**src/rtl/board_ram_arbiter.sv**
```systemverilog
// board_ram_arbiter: shares the single-port 10x10 board RAM between the
// VGA renderer (display, strict priority) and the game path, with a
// starvation guard that forces a game grant after STARVE_MAX denials.
// Read data is returned on a fixed 2-cycle pipeline.
// Ports:
//   clk, rst_n                      : vga_clk, async active-low reset
//   disp_req/addr -> disp_rvalid/rdata/miss : renderer read port
//   game_req/we/addr/wdata -> game_gnt, game_rvalid/rdata : game port
//   ram_en/we/addr/wdata, ram_rdata : board RAM (1-cycle read latency)
// Optional: `define BOARD_ARB_STATS_EN adds stats_clr, stall_cnt and
// force_cnt (16-bit saturating event counters).
module board_ram_arbiter #(
  parameter int ADDR_W     = 7,
  parameter int DATA_W     = 2,
  parameter int STARVE_MAX = 16
) (
  input  logic              clk,
  input  logic              rst_n,
  input  logic              disp_req,
  input  logic [ADDR_W-1:0] disp_addr,
  output logic              disp_rvalid,
  output logic [DATA_W-1:0] disp_rdata,
  output logic              disp_miss,
  input  logic              game_req,
  input  logic              game_we,
  input  logic [ADDR_W-1:0] game_addr,
  input  logic [DATA_W-1:0] game_wdata,
  output logic              game_gnt,
  output logic              game_rvalid,
  output logic [DATA_W-1:0] game_rdata,
  output logic              ram_en,
  output logic              ram_we,
  output logic [ADDR_W-1:0] ram_addr,
  output logic [DATA_W-1:0] ram_wdata,
  input  logic [DATA_W-1:0] ram_rdata
`ifdef BOARD_ARB_STATS_EN
  ,
  input  logic              stats_clr,
  output logic [15:0]       stall_cnt,
  output logic [15:0]       force_cnt
`endif
);

  typedef enum logic [1:0] {
    OWN_IDLE,
    OWN_DISP,
    OWN_GAME
  } owner_e;

  localparam int CW =
    (STARVE_MAX > 0) ? $clog2(STARVE_MAX + 1) : 1;
  localparam logic [CW-1:0] SMAX = CW'(STARVE_MAX);

  owner_e          owner;
  logic            force_w;
  logic [CW-1:0]   wait_cnt_q, wait_cnt_d;

  logic            s1_dreq_q;
  logic            s1_dgnt_q;
  logic            s1_grd_q;

  logic              disp_rvalid_q;
  logic [DATA_W-1:0] disp_rdata_q;
  logic              disp_miss_q;
  logic [DATA_W-1:0] held_q;
  logic              game_rvalid_q;
  logic [DATA_W-1:0] game_rdata_q;

  assign force_w = (STARVE_MAX != 0) &&
                   (wait_cnt_q == SMAX) && game_req;

  // Starvation override beats display priority.
  always_comb begin
    owner = OWN_IDLE;
    priority case (1'b1)
      force_w:  owner = OWN_GAME;
      disp_req: owner = OWN_DISP;
      game_req: owner = OWN_GAME;
      default:  owner = OWN_IDLE;
    endcase
  end

  always_comb begin
    ram_en    = 1'b0;
    ram_we    = 1'b0;
    ram_addr  = '0;
    ram_wdata = '0;
    unique case (owner)
      OWN_DISP: begin
        ram_en   = 1'b1;
        ram_addr = disp_addr;
      end
      OWN_GAME: begin
        ram_en    = 1'b1;
        ram_we    = game_we;
        ram_addr  = game_addr;
        ram_wdata = game_wdata;
      end
      default: begin
        ram_en = 1'b0;
      end
    endcase
  end

  assign game_gnt = (owner == OWN_GAME);

  always_comb begin
    wait_cnt_d = wait_cnt_q;
    if (!game_req || game_gnt)
      wait_cnt_d = '0;
    else if (wait_cnt_q != SMAX)
      wait_cnt_d = wait_cnt_q + CW'(1);
  end

  always_ff @(posedge clk or negedge rst_n) begin
    if (!rst_n) begin
      wait_cnt_q    <= '0;
      s1_dreq_q     <= 1'b0;
      s1_dgnt_q     <= 1'b0;
      s1_grd_q      <= 1'b0;
      disp_rvalid_q <= 1'b0;
      disp_rdata_q  <= '0;
      disp_miss_q   <= 1'b0;
      held_q        <= '0;
      game_rvalid_q <= 1'b0;
      game_rdata_q  <= '0;
    end else begin
      wait_cnt_q <= wait_cnt_d;
      s1_dreq_q  <= disp_req;
      s1_dgnt_q  <= (owner == OWN_DISP);
      s1_grd_q   <= game_gnt && !game_we;

      disp_rvalid_q <= s1_dreq_q;
      // A requested-but-ungranted display read can only be a forced
      // pre-emption; replay the last good cell value.
      disp_miss_q   <= s1_dreq_q && !s1_dgnt_q;
      if (s1_dgnt_q) begin
        disp_rdata_q <= ram_rdata;
        held_q       <= ram_rdata;
      end else if (s1_dreq_q) begin
        disp_rdata_q <= held_q;
      end

      game_rvalid_q <= s1_grd_q;
      if (s1_grd_q)
        game_rdata_q <= ram_rdata;
    end
  end

  assign disp_rvalid = disp_rvalid_q;
  assign disp_rdata  = disp_rdata_q;
  assign disp_miss   = disp_miss_q;
  assign game_rvalid = game_rvalid_q;
  assign game_rdata  = game_rdata_q;

`ifdef BOARD_ARB_STATS_EN
  logic [15:0] stall_cnt_q;
  logic [15:0] force_cnt_q;

  always_ff @(posedge clk or negedge rst_n) begin
    if (!rst_n) begin
      stall_cnt_q <= '0;
      force_cnt_q <= '0;
    end else if (stats_clr) begin
      stall_cnt_q <= '0;
      force_cnt_q <= '0;
    end else begin
      if (game_req && !game_gnt && stall_cnt_q != 16'hFFFF)
        stall_cnt_q <= stall_cnt_q + 16'd1;
      if (force_w && force_cnt_q != 16'hFFFF)
        force_cnt_q <= force_cnt_q + 16'd1;
    end
  end

  assign stall_cnt = stall_cnt_q;
  assign force_cnt = force_cnt_q;
`endif

endmodule

```
**config.mk**
```make
export PLATFORM = sky130hd
export DESIGN_NAME = board_ram_arbiter
export DESIGN_NICKNAME = d
export VERILOG_FILES = /design/src/rtl/board_ram_arbiter.sv
export SDC_FILE = /design/constraint.sdc
export NUM_CORES = 1
export LEC_CHECK = 0
export ABC_CLOCK_PERIOD_IN_PS = 2300
export CORE_MARGIN = 2
export CORE_UTILIZATION = 35
export CTS_CLUSTER_DIAMETER = 60
export DETAILED_ROUTE_END_ITERATION = 7
export GPL_TIMING_DRIVEN = 0
export PLACE_DENSITY = 0.84
export SYNTH_ARGS = -nofsm -noshare
export SYNTH_HDL_FRONTEND = slang
export SYNTH_SLANG_ARGS = --single-unit
export TNS_END_PERCENT = 20
```
**constraint.sdc**
```tcl
create_clock -name clk -period 2.3 [get_ports clk]
set_input_delay 0.23 -clock clk [delete_from_list [all_inputs] [get_ports clk]]
set_output_delay 0.23 -clock clk [all_outputs]
set_load 0.005 [all_outputs]
```
==> results.txt, run 1 <==
reg2reg end: wait_cnt_q[0]
ANT cells: 0
Peak Freq: 0.411 GHz
H-tree Lvls: 1
Worst Hold Class: input pin to async pin
worst endpoint required time: 2.07 ns
FILL cells: 198
leakage power: 0.648 nW
layout cells sized above 1: 0.365
Seq/Total Area, Yosys: 0.497
Core ar.: 2250 sq um
Syn Nets: 105
Power per Cell Area: 488 nW/um^2
RSZ-0062 raised after global routing: true
Post-Synth Adder-Cell Area: 0.0731
Synth Instances: 77
post-synthesis cell type with the largest combined area: dfrtp_1
WP data arrival: 2.20 ns
Post-CTS Hold Fix Bufs: 0
simple-gate share of the synthesized area: 0.174
DR DRC count: 0
worst-path fanout max: 8
Min Hold Slack: 0.369 ns
router iterations before antenna repair: 2
Critical R2R Launch: wait_cnt_q[0]
synthesis-stage register bit count: 17
# rows: 17
XOR/XNOR Fraction of Synth Area: 0.0205
setup violators final: 2
Tot GR Track Use: 0.157
fin crit share: 1.06
area grow syn2layout: 66.7%
reg2reg path depth: 10
critical path class: register to primary output
die height: 53.5 um
pin count of the biggest net entering global routing: 18
WL final: 2.04 mm
Yosys cell types: 24
Via density: 4.95
Synth area leaders: dfrtp_1, mux2_2, ha_1, a22oi_1, nor2_1
setup TNS: -0.134 ns
minimum clock period: 2.43 ns
Clock Tree Root: clkbuf_4
TritonCTS Buffers: 3
CTS tree: done
clk sinks: 17
Chip Width: 53.5 um
Port Buffer Count: 41
main combinational cell family by area after synthesis: simple AND/OR/NAND/NOR gates
Final WS setup: -0.133 ns
Avg Cell Area, Syn: 11.1 sq um
outcome: finished with violations
Worst R2R Setup Slack: 0.07 ns
io pins: 42
PnR Total Power: 696 uW
Clock Latency Late Sink: 0.28 ns
Clock transition at path regs: 0.09 ns
Layout Nets: 155
post-route ant nets: 0
overflow left after global routing: 0
VDD IR-drop max: 0.000247 V
clk_skew: 0.00534 ns
area share of the largest cell type after synthesis: 0.497
Yosys Warn Count: 0
Crit. End Element: primary output
Wirelength per Cell: 13.2 um
vias in the first global route: 785
Worst-Margin Slew: 0.718 ns
Clock Tree Buf Depth: 2
detailed placement HPWL: 1.51 mm
Hold Fails Final Rpt: 0
Worst slew margin: 0.520
global-route wire length before repair: 3.17 mm
initial antenna violation count: 0
routed via count: 763
starting density of the core: 0.380
post-synthesis mux area share: 0.108
Post-Place Setup Slack: -0.257 ns
Pins Over Slew Limit: 0
Mapped Area: 856 sq um
area fraction in compound gates after synthesis: 0.0906
detailed router's first-iteration violation count: 5
violated checks: setup timing
die footprint: 2860 sq um
nature of the critical path startpoint: register
Final Wtd Congestion: 0.733
Max-Cap Viols: 0
-- through the flow --
step / instances / util / cell area [sq um]
floorplan: 77 / - / 856
global placement: 146 / 0.577 / 1300
detailed placement: 146 / 0.577 / 1300
CTS: 152 / 0.620 / 1400
global route: 154 / 0.633 / 1430
finish: 154 / 0.633 / 1430
-- worst max-delay path by stage --
stage,startpoint,to,slack [ns],depth (start not counted)
2_1_floorplan,wait_cnt_q[0],wait_cnt_q[0],0.18,9
3_3_place_gp,wait_cnt_q[0],ram_addr[4],-0.17,10
3_5_place_dp,wait_cnt_q[0],ram_addr[4],-0.26,10
4_1_cts,wait_cnt_q[0],ram_en,-0.12,7
5_1_grt,wait_cnt_q[1],ram_en,-0.23,7
6_report,wait_cnt_q[0],ram_en,-0.13,7
-- report_power, final --
group / total [mW] / internal (mW) / switching (mW)
combinational: 0.200 / 0.128 / 0.0725
clock: 0.154 / 0.0673 / 0.0866
sequential: 0.342 / 0.327 / 0.0150
total: 0.696 / 0.522 / 0.174
-- layout make-up --
| cell class | count | area [sq um] | area share |
|---|---|---|---|
| Sequential cell | 17 | 425 | 0.298 |
| Tap cell | 28 | 35.0 | 0.0246 |
| Inverter | 6 | 22.5 | 0.0158 |
| Multi-Input combinational cell | 52 | 482 | 0.338 |
| Clock buffer | 4 | 26.3 | 0.0184 |
| Timing Repair Buffer | 46 | 420 | 0.295 |
| Buffer | 1 | 15.0 | 0.0105 |
-- cell usage after synthesis (all sizes together) --
master and n:
a21oi 2, a22oi 7, and2 3, and2b 1, and4bb 1, buf 1, clkbuf 1, dfrtp 17
ha 5, inv 6, mux2 7, mux2i 1, nand2b 2, nand3 2, nand3b 1, nand4bb 1
nor2 9, nor2b 2, o21ai 3, or2 2, or2b 1, xor2 2
-- what timing repair did --
action / 4_1_cts / 5_1_grt
resized for setup: 34 / 21
setup endpoints to repair: 13 / 10
buffers inserted: 3 / 1
pin swaps: 2 / 5
cloned: 0 / 1
-- routing by layer --
metal,up-vias,global-route usage,wire length (um)
met1,357,0.185,784
met5,-,0,0
met2,46,0.253,1030
met3,4,0.0424,185
li1,356,-,-
met4,0,0.0897,36
-- cell usage in the layout (no fill, tap or decap), drive strengths merged --
cell type      count
mux2i              1
o21ai              3
nand2b             2
dfrtp             17
dlymetal6s2s       1
nor2b              2
ha                 5
a22oi              7
inv                6
nand4bb            1
a21oi              2
and2               3
buf                8
nand3              2
and4bb             1
and2b              1
clkdlybuf4s50     30
clkbuf            12
mux2               7
or2b               1
xor2               2
nand3b             1
or2                2
nor2               9
-- kinds of logic after synthesis --
| logic type | Yosys count |
|---|---|
| AO/OA/AOI/OAI | 12 |
| adder cells (fa/ha/maj) | 5 |
| AND/OR/NAND/NOR | 25 |
| XOR/XNOR | 2 |
| multiplexers | 8 |
| flip-flops | 17 |
| buffers and inverters | 8 |
-- sequential cells by signal, indices dropped and copies added (netlist names) --
| register | count |
|---|---|
| s1_dreq_q | 1 |
| wait_cnt_q | 5 |
| disp_rvalid | 1 |
| disp_rdata | 2 |
| s1_grd_q | 1 |
| game_rdata | 2 |
| disp_miss | 1 |
| s1_dgnt_q | 1 |
| held_q | 2 |
| game_rvalid | 1 |
-- critical path, stage by stage, from the launching register on --
cell and delay (ns):
dfrtp_1 0.39, inv_2 0.06, ha_4 0.15, and4bb_2 0.24, a21oi_2 0.18, ha_2 0.34, inv_1 0.07, clkdlybuf4s50_1 0.49
(Power assumes the default switching activity.)
==> run 2: changes to the inputs <==
--- a/config.mk
+++ b/config.mk
@@ -5,12 +5,13 @@
 export SDC_FILE = /design/constraint.sdc
 export NUM_CORES = 1
 export LEC_CHECK = 0
-export ABC_CLOCK_PERIOD_IN_PS = 2300
+export ABC_CLOCK_PERIOD_IN_PS = 2200
 export CORE_MARGIN = 2
 export CORE_UTILIZATION = 35
 export CTS_CLUSTER_DIAMETER = 60
 export DETAILED_ROUTE_END_ITERATION = 7
 export GPL_TIMING_DRIVEN = 0
+export MAX_ROUTING_LAYER = met4
 export PLACE_DENSITY = 0.84
 export SYNTH_ARGS = -nofsm -noshare
 export SYNTH_HDL_FRONTEND = slang
==> constraint.sdc (replaced) <==
create_clock -name clk -period 2.2 [get_ports clk]
set_input_delay 0.22 -clock clk [delete_from_list [all_inputs] [get_ports clk]]
set_output_delay 0.22 -clock clk [all_outputs]
set_load 0.005 [all_outputs]
==> run 2 against run 1 <==
Against the previous run:
- hold slack worse by 0.0078 ns
- non-clock buffer count up 3
- die area unchanged
- clock-buffer cell count unchanged
- worst setup slack better by 0.075 ns
- combinational power up 9.5%
- critical path depth up 3
- highest routed layer unchanged
- sequential share of layout area down 0.59 points
- the flow still finishes with violations (setup timing)
- via count up 1.7%
- critical endpoint is now ram_addr[2]
- register-to-register slack better by 0.03 ns
- design area up 2.0%
- routed wire length up 3.5%
==> results.txt, run 2 (same netlist as run 1, synthesis figures left out) <==
fin crit share: 1.03
Worst slew margin: 0.518
Post-CTS Hold Fix Bufs: 0
layout cells sized above 1: 0.364
PnR Total Power: 736 uW
Chip Width: 53.5 um
Layout Nets: 158
number of instances in the placed design: 146
# rows: 17
post-route ant nets: 0
Final Wtd Congestion: 0.742
area grow syn2layout: 70.0%
worst endpoint required time: 1.98 ns
H-tree Lvls: 1
die height: 53.5 um
violated checks: setup timing
DR DRC count: 0
die footprint: 2860 sq um
Core ar.: 2250 sq um
nature of the critical path startpoint: register
io pins: 42
Hold Fails Final Rpt: 0
Clock Tree Root: clkbuf_4
worst-path fanout max: 4
Clock Tree Buf Depth: 2
Max-Cap Viols: 0
Power per Cell Area: 506 nW/um^2
final cell utilization of the core: 0.645
router iterations before antenna repair: 1
CTS tree: done
RSZ-0062 raised after global routing: true
max reg flops: 5
leakage power: 0.647 nW
pin count of the biggest net entering global routing: 18
ANT cells: 0
Clock Latency Late Sink: 0.28 ns
overflow left after global routing: 0
WL final: 2.11 mm
clk_skew: 0.00504 ns
setup violators final: 7
Peak Freq: 0.443 GHz
outcome: finished with violations
TritonCTS Buffers: 3
routed via count: 776
Worst-Margin Slew: 0.720 ns
Via density: 4.94
vias in the first global route: 845
Port Buffer Count: 41
Pins Over Slew Limit: 0
Tot GR Track Use: 0.177
Min Hold Slack: 0.361 ns
VDD IR-drop max: 0.000255 V
detailed placement HPWL: 1.51 mm
Biggest register: wait_cnt_q
Wirelength per Cell: 13.4 um
starting density of the core: 0.380
initial antenna violation count: 0
WP data arrival: 2.04 ns
global-route wire length before repair: 3.45 mm
leading cell type in the layout, fill and taps excluded: clkdlybuf4s50_1
minimum clock period: 2.26 ns
Non-Filler Instances: 157
most frequent cells in the layout: clkdlybuf4s50_1, dfrtp_1, nor2_1, buf_4, a22oi_2
critical path class: register to primary output
detailed router's first-iteration violation count: 0
Clock transition at path regs: 0.09 ns
Final WS setup: -0.0576 ns
Worst Hold Class: input pin to async pin
Crit. End Element: primary output
clk sinks: 17
setup TNS: -0.150 ns
-- run 2: what timing repair did --
item	in CTS	in global routing
pin swaps	5	3
cloned	1	0
gates resized for setup	47	10
buffers inserted	6	1
setup endpoints to repair	13	12
-- run 2: critical path, cell delays in order (launching register included) --
cell and delay (ns):
dfrtp_1 0.39, inv_2 0.06, ha_4 0.15, and4bb_2 0.25
o21ai_2 0.16, inv_2 0.08, ha_4 0.18, buf_6 0.12
a22oi_2 0.16, nor2_1 0.08, clkbuf_2 0.11
-- run 2: cell type report --
type                       instances  area [sq um]
clock buffer                       4          26.3
inverter                           6          22.5
buffer                             1          11.3
fill                             191           800
multi-input combinational         52           499
sequential                        17           425
timing repair buffer              49           435
tap                               28          35.0
-- run 2: through the flow --
| stage | area, sq um | setup slack, ns |
|---|---|---|
| finish | 1460 | -0.0576 |
| global route | 1460 | -0.144 |
| CTS | 1470 | -0.140 |
| detailed placement | 1300 | -0.347 |
| global placement | 1300 | -0.264 |
| floorplan | 856 | 0.0824 |
-- run 2: power by group --
| group | internal, mW | switching, mW |
|---|---|---|
| Clock | 0.0703 | 0.0888 |
| Combinational | 0.139 | 0.0793 |
| Sequential | 0.342 | 0.0156 |
-- run 2: worst paths after layout --
kind | depth (start not counted) | from | end | slack (ns)
worst min-delay path | 1 | rst_n | wait_cnt_q[1] | 0.36
worst min register to register | 0 | s1_grd_q | game_rvalid | 0.44
worst max register to register | 9 | wait_cnt_q[0] | wait_cnt_q[0] | 0.10
min in group clk | 1 | disp_req | s1_dreq_q | 0.43
max in group asynchronous | 1 | rst_n | game_rvalid | 1.38
worst max-delay path | 10 | wait_cnt_q[0] | ram_addr[2] | -0.06
-- run 2: per-layer routing --
metal | vias up | track usage | wire, um
li1 | 366 | - | -
met2 | 45 | 0.292 | 1090
met1 | 358 | 0.197 | 817
met5 | - | - | 0
met4 | 0 | 0.107 | 54
met3 | 7 | 0.0311 | 150
